===== src/rtl/pong_ball_ctl.sv =====
// rtl/pong_ball_ctl.sv - per-frame pong ball position generator with wall/paddle bounce and scoring
// Optional BALL_SPEEDUP_EN: each paddle hit raises the step by one, capped at MAX_STEP.
module pong_ball_ctl #(
   parameter int SCREEN_W     = 800,
   parameter int SCREEN_H     = 600,
   parameter int BALL_W       = 48,
   parameter int BALL_H       = 64,
   parameter int STEP         = 4,
   parameter int MAX_STEP     = 8,
   parameter int SERVE_FRAMES = 60,
   parameter int PAD_L_X      = 16,
   parameter int PAD_R_X      = 768,
   parameter int PAD_W        = 16,
   parameter int PAD_H        = 96
) (
   input  logic        pclk,
   input  logic        rst_n,
   input  logic        vblnk_in,
   input  logic        start,
   input  logic [11:0] pad_l_y,
   input  logic [11:0] pad_r_y,
   output logic [11:0] x_pos,
   output logic [11:0] y_pos,
   output logic        hit,
   output logic        score_l,
   output logic        score_r,
   output logic [1:0]  state
);
   localparam int CW = $clog2(SERVE_FRAMES + 1);
   localparam logic [11:0] X_C = 12'((SCREEN_W - BALL_W) / 2);
   localparam logic [11:0] Y_C = 12'((SCREEN_H - BALL_H) / 2);
   localparam logic signed [12:0] Y_MAX = 13'(SCREEN_H - BALL_H);
   localparam logic signed [12:0] X_LIM_L = 13'(PAD_L_X + PAD_W);
   localparam logic signed [12:0] X_LIM_R = 13'(PAD_R_X - BALL_W);

   typedef enum logic [1:0] {IDLE = 2'd0, SERVE = 2'd1, MOVE = 2'd2, SCORED = 2'd3} state_t;

   state_t          state_q, state_d;
   logic            vblnk_q;
   logic [CW-1:0]   cnt_q, cnt_d;
   logic [11:0]     x_q, x_d, y_q, y_d;
   logic            dx_q, dx_d, dy_q, dy_d;  // 1 = positive direction
   logic            hit_q, hit_d, score_l_q, score_l_d, score_r_q, score_r_d;
   logic            tick;
   logic signed [12:0] st_s, xn, yn;
   logic [12:0]     y_bot;
   logic            ovl_l, ovl_r;

`ifdef BALL_SPEEDUP_EN
   logic [7:0] step_q, step_d;
   always_ff @(posedge pclk or negedge rst_n) begin
      if (!rst_n) step_q <= 8'(STEP);
      else        step_q <= step_d;
   end
`else
   logic [7:0] step_q;
   assign step_q = 8'(STEP);
`endif

   assign tick  = vblnk_in & ~vblnk_q;
   assign st_s  = $signed({5'd0, step_q});
   assign xn    = dx_q ? $signed({1'b0, x_q}) + st_s : $signed({1'b0, x_q}) - st_s;
   assign yn    = dy_q ? $signed({1'b0, y_q}) + st_s : $signed({1'b0, y_q}) - st_s;
   // Overlap uses the pre-move y so the paddle sees where the ball was drawn
   assign y_bot = {1'b0, y_q} + 13'(BALL_H);
   assign ovl_l = (y_bot > {1'b0, pad_l_y}) && ({1'b0, y_q} < {1'b0, pad_l_y} + 13'(PAD_H));
   assign ovl_r = (y_bot > {1'b0, pad_r_y}) && ({1'b0, y_q} < {1'b0, pad_r_y} + 13'(PAD_H));

   always_comb begin
      state_d   = state_q;
      cnt_d     = cnt_q;
      x_d       = x_q;
      y_d       = y_q;
      dx_d      = dx_q;
      dy_d      = dy_q;
      hit_d     = 1'b0;
      score_l_d = 1'b0;
      score_r_d = 1'b0;
`ifdef BALL_SPEEDUP_EN
      step_d    = step_q;
`endif
      case (state_q)
         IDLE: begin
            x_d = X_C;
            y_d = Y_C;
            if (start) begin
               state_d = SERVE;
               cnt_d   = '0;
`ifdef BALL_SPEEDUP_EN
               step_d  = 8'(STEP);
`endif
            end
         end
         SERVE: begin
            x_d = X_C;
            y_d = Y_C;
            if (tick) begin
               cnt_d = cnt_q + 1'b1;
               if (cnt_q == CW'(SERVE_FRAMES - 1)) state_d = MOVE;
            end
         end
         MOVE: begin
            if (tick) begin
               if (yn < 0) begin
                  y_d  = 12'd0;
                  dy_d = 1'b1;
               end else if (yn > Y_MAX) begin
                  y_d  = Y_MAX[11:0];
                  dy_d = 1'b0;
               end else begin
                  y_d = yn[11:0];
               end
               if ((!dx_q && xn < X_LIM_L) || (dx_q && xn > X_LIM_R)) begin
                  if (dx_q ? ovl_r : ovl_l) begin
                     x_d   = dx_q ? X_LIM_R[11:0] : X_LIM_L[11:0];
                     dx_d  = ~dx_q;
                     hit_d = 1'b1;
`ifdef BALL_SPEEDUP_EN
                     step_d = (step_q >= 8'(MAX_STEP)) ? step_q : step_q + 8'd1;
`endif
                  end else begin
                     // A miss discards this frame's y move and serves toward the loser
                     y_d       = y_q;
                     dy_d      = dy_q;
                     dx_d      = ~dx_q;
                     score_l_d = dx_q;
                     score_r_d = ~dx_q;
                     state_d   = SCORED;
                  end
               end else begin
                  x_d = xn[11:0];
               end
            end
         end
         SCORED: begin
            state_d = IDLE;
            x_d     = X_C;
            y_d     = Y_C;
         end
         default: state_d = IDLE;
      endcase
   end

   always_ff @(posedge pclk or negedge rst_n) begin
      if (!rst_n) begin
         state_q   <= IDLE;
         vblnk_q   <= 1'b0;
         cnt_q     <= '0;
         x_q       <= X_C;
         y_q       <= Y_C;
         dx_q      <= 1'b1;
         dy_q      <= 1'b1;
         hit_q     <= 1'b0;
         score_l_q <= 1'b0;
         score_r_q <= 1'b0;
      end else begin
         state_q   <= state_d;
         vblnk_q   <= vblnk_in;
         cnt_q     <= cnt_d;
         x_q       <= x_d;
         y_q       <= y_d;
         dx_q      <= dx_d;
         dy_q      <= dy_d;
         hit_q     <= hit_d;
         score_l_q <= score_l_d;
         score_r_q <= score_r_d;
      end
   end

   assign x_pos   = x_q;
   assign y_pos   = y_q;
   assign hit     = hit_q;
   assign score_l = score_l_q;
   assign score_r = score_r_q;
   assign state   = state_q;
endmodule


===== config.mk =====
export PLATFORM = sky130hd
export DESIGN_NAME = pong_ball_ctl
export DESIGN_NICKNAME = d
export VERILOG_FILES = /design/src/rtl/pong_ball_ctl.sv
export SDC_FILE = /design/constraint.sdc
export NUM_CORES = 1
export LEC_CHECK = 0
export CORE_MARGIN = 5
export CORE_UTILIZATION = 25
export CTS_BUF_LIST = sky130_fd_sc_hd__clkbuf_16
export CTS_CLUSTER_SIZE = 8
export DETAILED_ROUTE_END_ITERATION = 10
export GPL_ROUTABILITY_DRIVEN = 0
export PLACE_DENSITY = 0.49
export REMOVE_ABC_BUFFERS = 1
export SLEW_MARGIN = 40
export SYNTH_ARGS = -nofsm -noshare
export SYNTH_HDL_FRONTEND = slang
export SYNTH_SLANG_ARGS = --single-unit

===== constraint.sdc =====
create_clock -name pclk -period 5.25 [get_ports pclk]
set_clock_uncertainty 0.15 [all_clocks]
set_input_delay 0.7875 -clock pclk [delete_from_list [all_inputs] [get_ports pclk]]
set_output_delay 0.7875 -clock pclk [all_outputs]
set_load 0.005 [all_outputs]

==> results of run 1 <==
worst max-delay path, stage by stage:
cell             delay (ns)
clkdlybuf4s50_1        0.52
inv_1                  0.08
ha_1                   0.22
nor3_1                 0.26
xnor2_1                0.17
ha_1                   0.27
a21o_1                 0.19
a211oi_1               0.30
nand2_1                0.08
o21ai_0                0.15
o21ai_0                0.19
o21a_1                 0.29
o21a_1                 0.27
o21ai_2                0.35
o221ai_1               0.17
area by class of cell:
cell class | count | area (um2)
repair buffers | 53 | 525.5
inverters | 40 | 150.1
fillers | 1609 | 10510
well taps | 211 | 264.0
flip-flops and latches | 34 | 863.3
clock inverters | 3 | 11.26
multi-input cells | 360 | 2805
clock buffers | 5 | 125.1
through the flow:
stage	power [W]	hold WS (ns)	cells	instance area [um2]	setup slack [ns]
after detailed placement	0.001843	0.3675	698	4606	0.6731
after floorplan	0.001478	0.3374	434	3819	1.736
after CTS	0.002135	0.3752	706	4742	0.9625
after global placement	0.001821	0.3658	698	4606	0.8067
after global routing	0.002331	0.3527	706	4745	0.6626
final	0.002115	0.3005	706	4745	0.9233
layout by cell type, fill, tap and decap left out, drive strengths merged, types with 5 or more instances in the layout:
master         instances
xnor2                 22
nand2                 15
a211oi                10
o21a                   8
or2                    5
o21ai                 29
nand4                  7
clkdlybuf4s50         51
a21o                  14
nor3                  15
xor2                   9
o2111ai                5
inv                   40
ha                    61
nand3                 23
and3                   9
dfstp                 10
a21oi                 25
clkbuf                 5
nor2b                  6
nor2                  23
dfrtp                 24
cells by family after synthesis:
kind of cell,after synthesis
XOR/XNOR,31
flip-flops,34
multiplexers,3
adder cells (fa/ha/maj),63
other,1
buffers and inverters,53
AND/OR/NAND/NOR,122
AO/OA/AOI/OAI,137
sequential cells by signal, summed over array words and instances, names as in the netlist, 2 cells and up:
name / cells
x_pos: 10
cnt_q: 6
state: 2
y_pos: 10
synth_stat cells, types with 3 or more instances:
| library cell | n |
|---|---|
| a21oi_1 | 25 |
| xnor2_1 | 22 |
| o211ai_1 | 4 |
| nor3b_1 | 3 |
| xor2_1 | 9 |
| ha_1 | 61 |
| and2_1 | 3 |
| and3_1 | 9 |
| dfrtp_1 | 24 |
| clkbuf_1 | 6 |
| a211oi_1 | 9 |
| nand2b_1 | 3 |
| o21ai_0 | 26 |
| inv_1 | 40 |
| nand4_1 | 7 |
| o32ai_1 | 3 |
| nor2b_1 | 6 |
| buf_4 | 5 |
| a31oi_1 | 4 |
| a21o_1 | 13 |
| or2_2 | 5 |
| o2111ai_1 | 5 |
| o22ai_1 | 3 |
| dfstp_2 | 10 |
| nor3_1 | 14 |
| nand3_1 | 23 |
| o31a_1 | 3 |
| nor2_1 | 22 |
| nand2_1 | 15 |
| o21a_1 | 7 |
| or3_1 | 4 |
worst paths after layout:
path | from | endpoint | cells past startpoint
worst max-delay path | pad_l_y[5] | x_pos[7] | 15
worst min register to register | dy_q | dy_q | 2
worst max register to register | dx_q | x_pos[5] | 11
min in group pclk | dy_q | dy_q | 2
max in group asynchronous | rst_n | x_pos[5] | 1
worst min-delay path | rst_n | vblnk_q | 1
power breakdown:
part / switching, W / internal, W
clock network: 0.000106 / 0.000171
registers: 0.0000559 / 0.000314
logic: 0.000856 / 0.000612
total: 0.00102 / 0.00110
layer usage:
layer / GRT usage / vias to the layer above / part of all wire
met1: 0.1592 / 1619 / 0.49
met3: 0.02757 / 8 / 0.045
li1: - / 1760 / -
met2: 0.2012 / 67 / 0.46
met5: 0 / - / 0
met4: 0.01357 / 0 / 0.0086
==> results_dict.tcl, run 1 <==
set metrics [dict create \
    post_cts_buffers 0 \
    routed_wl_um 10680 \
    synth_xor_area_frac 0.06980 \
    maxCapViolCount 0 \
    synth-adder-area-share 0.2065 \
    cts_buffers 5 \
    max_slew_margin 0.5422 \
    final-setup-viol-count 0 \
    gr-total-overflow 0 \
    die_x_um 134.7 \
    start_util 0.2549 \
    area.growth.synth_to_final_pct 21.97 \
    cts.sinks 34 \
    port_buffers 52 \
    synth.distinct_cells 69 \
    hold_path.class "in -> async" \
    fin_crit_ns 4.327 \
    dieArea_mm2 0.01815 \
    n_antenna_cell 0 \
    yosysTopAreaCellShare 0.1962 \
    h-tree-depth 2 \
    synth_seq_cells 34 \
    worstSetupPathType "in -> reg" \
    cts_resized 0 \
    final_net_count 585 \
    synth-compound-area-share 0.2576 \
    end_kind "flop" \
    synthArstFlopShare 1.000 \
    cts_root_buffer "clkbuf_16" \
    grt_max_degree 35 \
    grt_pass1_wl_um 17940 \
    die_height_um 134.7 \
    timing.setup.tns_ns 0 \
    start_kind "input port" \
    drtPass1Iterations 6 \
    synth_top_family_by_area "compound AO/OA/AOI/OAI gates" \
    rsz0062_at_grt "no" \
    clkLatencyLatePin_ns 0.28 \
    ys.flop_type "dfrtp_1" \
    std_cell_rows 45 \
    yosysTopAreaCell "ha_1" \
    cts_tree "done" \
    r2r_slack_ns 1.29 \
    io_pins 57 \
    synth-edff-count 0 \
    grt_pass1_vias 3535 \
    critical_path_arrival_ns 4.30 \
    routedWlPerCell_um 15.13 \
    drt_iter0_drc 112 \
    yosysSeqAreaShare 0.2219 \
    netlist_area_mm2 0.003890 \
    fp.coreArea_mm2 0.01526 \
    synth_area_leaders "ha_1 (20%), dfrtp_1 (15%), dfstp_2 (6.8%)" \
    drtAntennaViolNets 0 \
    clockBufferDepth 2 \
    cp.required_ns 5.23 \
    clk_pin_slew_ns 0.05 \
    tightest_slew_ns 0.6866 \
    ir_drop_uv 164.9 \
    grt_usage 0.1188 \
    min_period_over_period 0.8241 \
    netlist_instances 444 \
    fin_util 0.3109 \
    p_per_area_mw_per_mm2 445.7 \
    synthMuxAreaShare 0.008041 \
    hold_viol 0 \
    vias 3454 \
    drive_gt1_frac 0.08081 \
    dp_hpwl_um 8446 \
    viasPerCell 4.892 \
    yosysWarningCount 0 \
    yosys.area_share.simple 0.1753 \
    ctsHoldBuffers 0 \
    fmax_ghz 0.2311 \
    syn_avg_cell_area_um2 8.761 \
    slew_viol_final 0 \
    antenna_found_initial 0 \
    drc 0 \
    path_max_fanout 11 \
    power.leakage_nw 2.071 \
    status "completed" \
]
No activity file was read; power rests on OpenSTA's default activity.
==> run 2, diff against run 1 <==
==> constraint.sdc (replaced) <==
create_clock -name pclk -period 4.05 [get_ports pclk]
set_clock_uncertainty 0.15 [all_clocks]
set_input_delay 0.6075 -clock pclk [delete_from_list [all_inputs] [get_ports pclk]]
set_output_delay 0.6075 -clock pclk [all_outputs]
set_load 0.005 [all_outputs]
==> results_dict.tcl, run 2 (synthesized netlist as in run 1, its figures left out) <==
set metrics [dict create \
    status "completed" \
    critical_path_arrival_ns 3.83 \
    dieArea_mm2 0.01815 \
    max_slew_margin 0.5330 \
    port_buffers 52 \
    grt_pass1_wl_um 18400 \
    min_period_over_period 0.9328 \
    fp.coreArea_mm2 0.01526 \
    crit_slowest_cell "clkdlybuf4s50_1" \
    final-setup-viol-count 0 \
    fillers 1589 \
    grt_max_degree 35 \
    most-common-layout-cells "ha_1 (61), clkdlybuf4s50_1 (51), inv_1 (39), o21ai_0 (26), a21oi_1 (25)" \
    die_x_um 134.7 \
    n_antenna_cell 0 \
    p_per_area_mw_per_mm2 601.5 \
    final_net_count 600 \
    fmax_ghz 0.2647 \
    power.leakage_nw 2.169 \
    routedWlPerCell_um 15.03 \
    post-place-ws_ns -0.1245 \
    ctsHoldBuffers 0 \
    crit_buf_inv 3 \
    path_cells "clkdlybuf4s50_1 -> inv_1 -> ha_1 -> nor3_2 -> xnor2_1 -> ha_1 -> a21o_1 -> a211oi_1 -> nand2_1 -> o21ai_0 -> o21ai_0 -> o21a_2 -> o21a_1 -> buf_4 -> nor4_4 -> a32o_1" \
    total_power_w 0.002970 \
    final_common_cell "ha_1" \
    cts_tree "done" \
    drc 0 \
    cp.depth 16 \
    drtAntennaViolNets 0 \
    gr-total-overflow 0 \
    start_kind "input port" \
    start_util 0.2549 \
    routed_wl_um 10840 \
    std_cell_rows 45 \
    vias 3566 \
    drive_gt1_frac 0.1216 \
    worstSetupPathType "in -> reg" \
    route.met3.wl_um 437 \
    finalWorstSetupSlack_ns 0.2722 \
    tightest_slew_ns 0.7005 \
    area.growth.synth_to_final_pct 26.92 \
    hold_path.class "in -> async" \
    maxCapViolCount 0 \
    cts_buffers 5 \
    ir_drop_uv 201.1 \
    clkLatencyLatePin_ns 0.28 \
    drt_iter0_drc 147 \
    regArea_um2 863.3 \
    cts.sinks 34 \
    cp.required_ns 4.11 \
    end_kind "flop" \
    die_height_um 134.7 \
    antenna_found_initial 0 \
    clockBufferDepth 2 \
    slew_viol_final 0 \
    multiInputGateArea_mm2 0.002824 \
    grt_usage 0.1221 \
    r2r.worst_path.cells 10 \
    cts_root_buffer "clkbuf_16" \
    hold_viol 0 \
    drtPass1Iterations 4 \
    cp_slowest_stage_delay_ns 0.50 \
    routed.top_layer "met4" \
    rsz0062_at_grt "no" \
    fin_crit_ns 3.778 \
    wl_met2_um 5049 \
    io_pins 57 \
    wl_met1_um 5208 \
    h-tree-depth 2 \
    crit_family "compound AO/OA/AOI/OAI gates" \
    grt_pass1_vias 3720 \
    viasPerCell 4.946 \
    path_max_fanout 8 \
    clk_pin_slew_ns 0.06 \
    dp_hpwl_um 8536 \
]
-- run 2: final cells by class --
type | instances | area share
Multi-Input combinational cell | 360 | 0.5720
Clock inverter | 3 | 0.01394
Sequential cell | 34 | 0.1749
Clock buffer | 5 | 0.02534
Inverter | 40 | 0.03117
Timing Repair Buffer | 68 | 0.1292
Tap cell | 211 | 0.05347
-- run 2: path summary, 6_finish.rpt --
check | start | end | slack (ns)
min in group pclk | cnt_q[5] | cnt_q[5] | 0.40
setup reg to reg | dx_q | state[1] | 0.30
hold reg to reg | cnt_q[5] | cnt_q[5] | 0.40
setup / recovery | pad_l_y[6] | y_pos[7] | 0.27
max in group asynchronous | rst_n | y_pos[8] | 3.25
hold / removal | rst_n | cnt_q[0] | 0.13
-- run 2: timing repair --
item,CTS,global route
hold endpoints to repair,0,0
gates resized for setup,0,5
setup buffers,0,2
endpoints found under the setup margin,0,15
-- run 2: worst register-to-register path, delay by kind of cell (launching register included) --
family | cells | cell delay [ns]
compound gates | 5 | 1.38
flops | 1 | 0.64
fa+ha+maj | 1 | 0.30
simple gates | 2 | 0.56
buf+inv | 1 | 0.25
mux | 1 | 0.35
-- run 2: routing by layer --
metal / GRT usage / up-vias
met4: 0.02658 / 0
met3: 0.02459 / 15
met5: 0 / -
met1: 0.1593 / 1687
met2: 0.2087 / 71
li1: - / 1793
-- run 2: stage by stage --
stage,std cells,utilization,TNS (ns),hold WS [ns],cell area (um2)
floorplan,434,-,0,0.1619,3819
global placement,711,0.3082,-0.3936,0.3719,4703
detailed placement,711,0.3082,-0.9553,0.3956,4703
CTS,719,0.3210,0,0.3093,4897
global route,721,0.3236,0,0.1739,4937
finish,721,0.3236,0,0.1340,4937
-- run 2: power breakdown --
group	switching [W]	internal, W
clock	0.000152	0.000354
sequential	0.0000755	0.000407
combinational	0.00113	0.000851
==> run 3, diff against run 2 <==
--- a/config.mk
+++ b/config.mk
@@ -7,7 +7,7 @@
 export LEC_CHECK = 0
 export CORE_MARGIN = 5
 export CORE_UTILIZATION = 25
-export CTS_BUF_LIST = sky130_fd_sc_hd__clkbuf_16
+export CTS_BUF_LIST = sky130_fd_sc_hd__clkbuf_2
 export CTS_CLUSTER_SIZE = 8
 export DETAILED_ROUTE_END_ITERATION = 10
 export GPL_ROUTABILITY_DRIVEN = 0
==> results_dict.tcl, run 3 (synthesized netlist as in run 1, its figures left out) <==
set metrics [dict create \
    routedWlPerCell_um 15.01 \
    cts_tree "done" \
    n_antenna_cell 0 \
    r2r.worst_path.cells 11 \
    worstSetupPathType "in -> reg" \
    grt_pass1_vias 3720 \
    port_buffers 52 \
    grt_usage 0.1216 \
    drtPass1Iterations 4 \
    fillers 1600 \
    drc 0 \
    grt_pass1_wl_um 18350 \
    hold_path.class "reg -> reg" \
    maxCapViolCount 0 \
    cts_root_buffer "clkbuf_2" \
    r2r_end "state[1]" \
    finalWorstSetupSlack_ns 0.3081 \
    timing.setup.tns_ns 0 \
    dp_cells 711 \
    drtAntennaViolNets 0 \
    grt_max_degree 35 \
    die_x_um 134.7 \
    post-place-ws_ns -0.1245 \
    final-setup-viol-count 0 \
    tightest_slew_ns 0.6616 \
    fmax_ghz 0.2672 \
    routed_wl_um 10870 \
    viasPerCell 4.939 \
    final_common_cell "ha_1" \
    dieArea_mm2 0.01815 \
    whs_path_depth 2 \
    r2r_start "dx_q" \
    rsz0062_at_grt "no" \
    fin_cells 724 \
    final_net_count 603 \
    vias 3576 \
    path_max_fanout 7 \
    dp_hpwl_um 8536 \
    fp.coreArea_mm2 0.01526 \
    drt_iter0_drc 132 \
    io_pins 57 \
    start_kind "input port" \
    critical_path_arrival_ns 3.97 \
    drive_gt1_frac 0.1189 \
    start_util 0.2549 \
    antenna_found_initial 0 \
    hp-start "dy_q" \
    gr-total-overflow 0 \
    h-tree-depth 2 \
    cts.sinks 34 \
    p_per_area_mw_per_mm2 573.0 \
    ir_drop_uv 194.3 \
    area.growth.synth_to_final_pct 24.51 \
    power.leakage_nw 2.139 \
    fin_crit_ns 3.742 \
    slew_viol_final 0 \
    min_period_over_period 0.9239 \
    clk_pin_slew_ns 0.23 \
    cts_buffers 5 \
    end_kind "flop" \
    hold_viol 0 \
    cp.required_ns 4.28 \
    fin_util 0.3174 \
    clkLatencyLatePin_ns 0.41 \
    r2r_slack_ns 0.34 \
    max_slew_margin 0.5589 \
    die_height_um 134.7 \
    status "completed" \
    clockBufferDepth 2 \
    total_power_w 0.002775 \
    most-common-layout-cells "ha_1 (61), clkdlybuf4s50_1 (51), inv_1 (39), o21ai_0 (26), a21oi_1 (25)" \
    std_cell_rows 45 \
    whs_endpoint "dy_q" \
]
run 3: how the worst max path moves through the flow:
stage               endpoint  startpoint  slack (ns)  depth (start not counted)
floorplan           x_pos[5]        dx_q        0.65                         11
global placement    x_pos[5]  pad_r_y[6]       -0.07                         15
detailed placement  x_pos[7]  pad_l_y[6]       -0.12                         15
CTS                 state[1]        dx_q        0.13                         11
global route        state[1]        dx_q        0.05                         11
finish              x_pos[5]  pad_l_y[6]        0.31                         15
run 3: final cells by class:
cell class / instances / area [um2] / share of cell area
Multi-Input combinational cell: 360 / 2805 / 0.5792
Sequential cell: 34 / 863.3 / 0.1782
Timing Repair Buffer: 71 / 663.1 / 0.1369
Tap cell: 211 / 264.0 / 0.05451
Inverter: 40 / 153.9 / 0.03177
Clock inverter: 3 / 68.82 / 0.01421
Clock buffer: 5 / 25.02 / 0.005167
run 3: routing by layer:
layer	vias up	GRT usage	routed length, um
met4	0	0.02658	137
met1	1691	0.1588	5104
met2	75	0.2084	5071
met3	15	0.02347	553
met5	-	0	0
li1	1795	-	-
run 3: timing repair:
item / in CTS / in global routing
endpoints found under the hold margin: 0 / 12
setup endpoints to repair: 0 / 9
setup buffers: 0 / 4
hold buffers: 0 / 1
resized for setup: 0 / 1
run 3: worst max-delay path, cell delays in order:
cell and delay, ns:
clkdlybuf4s50_1 0.50, inv_1 0.08, ha_1 0.20, nor3_1 0.24, xnor2_1 0.16, ha_1 0.26, a21o_1 0.18, a211oi_1 0.29
nand2_1 0.09, o21ai_0 0.14, o21ai_0 0.18, o21a_1 0.29, o21a_1 0.17, o21ai_2 0.33, o221a_2 0.26
run 3: power by group:
group          switching (W)  internal [W]
Sequential         0.0000669      0.000406
Clock               0.000135      0.000167
Combinational        0.00114      0.000861
run 3: stage by stage:
stage | hold slack (ns) | area, um2
after floorplan | 0.1619 | 3819
after global placement | 0.3719 | 4703
after detailed placement | 0.3956 | 4703
after CTS | 0.1239 | 4797
after global routing | 0.4369 | 4843
final | 0.4222 | 4843
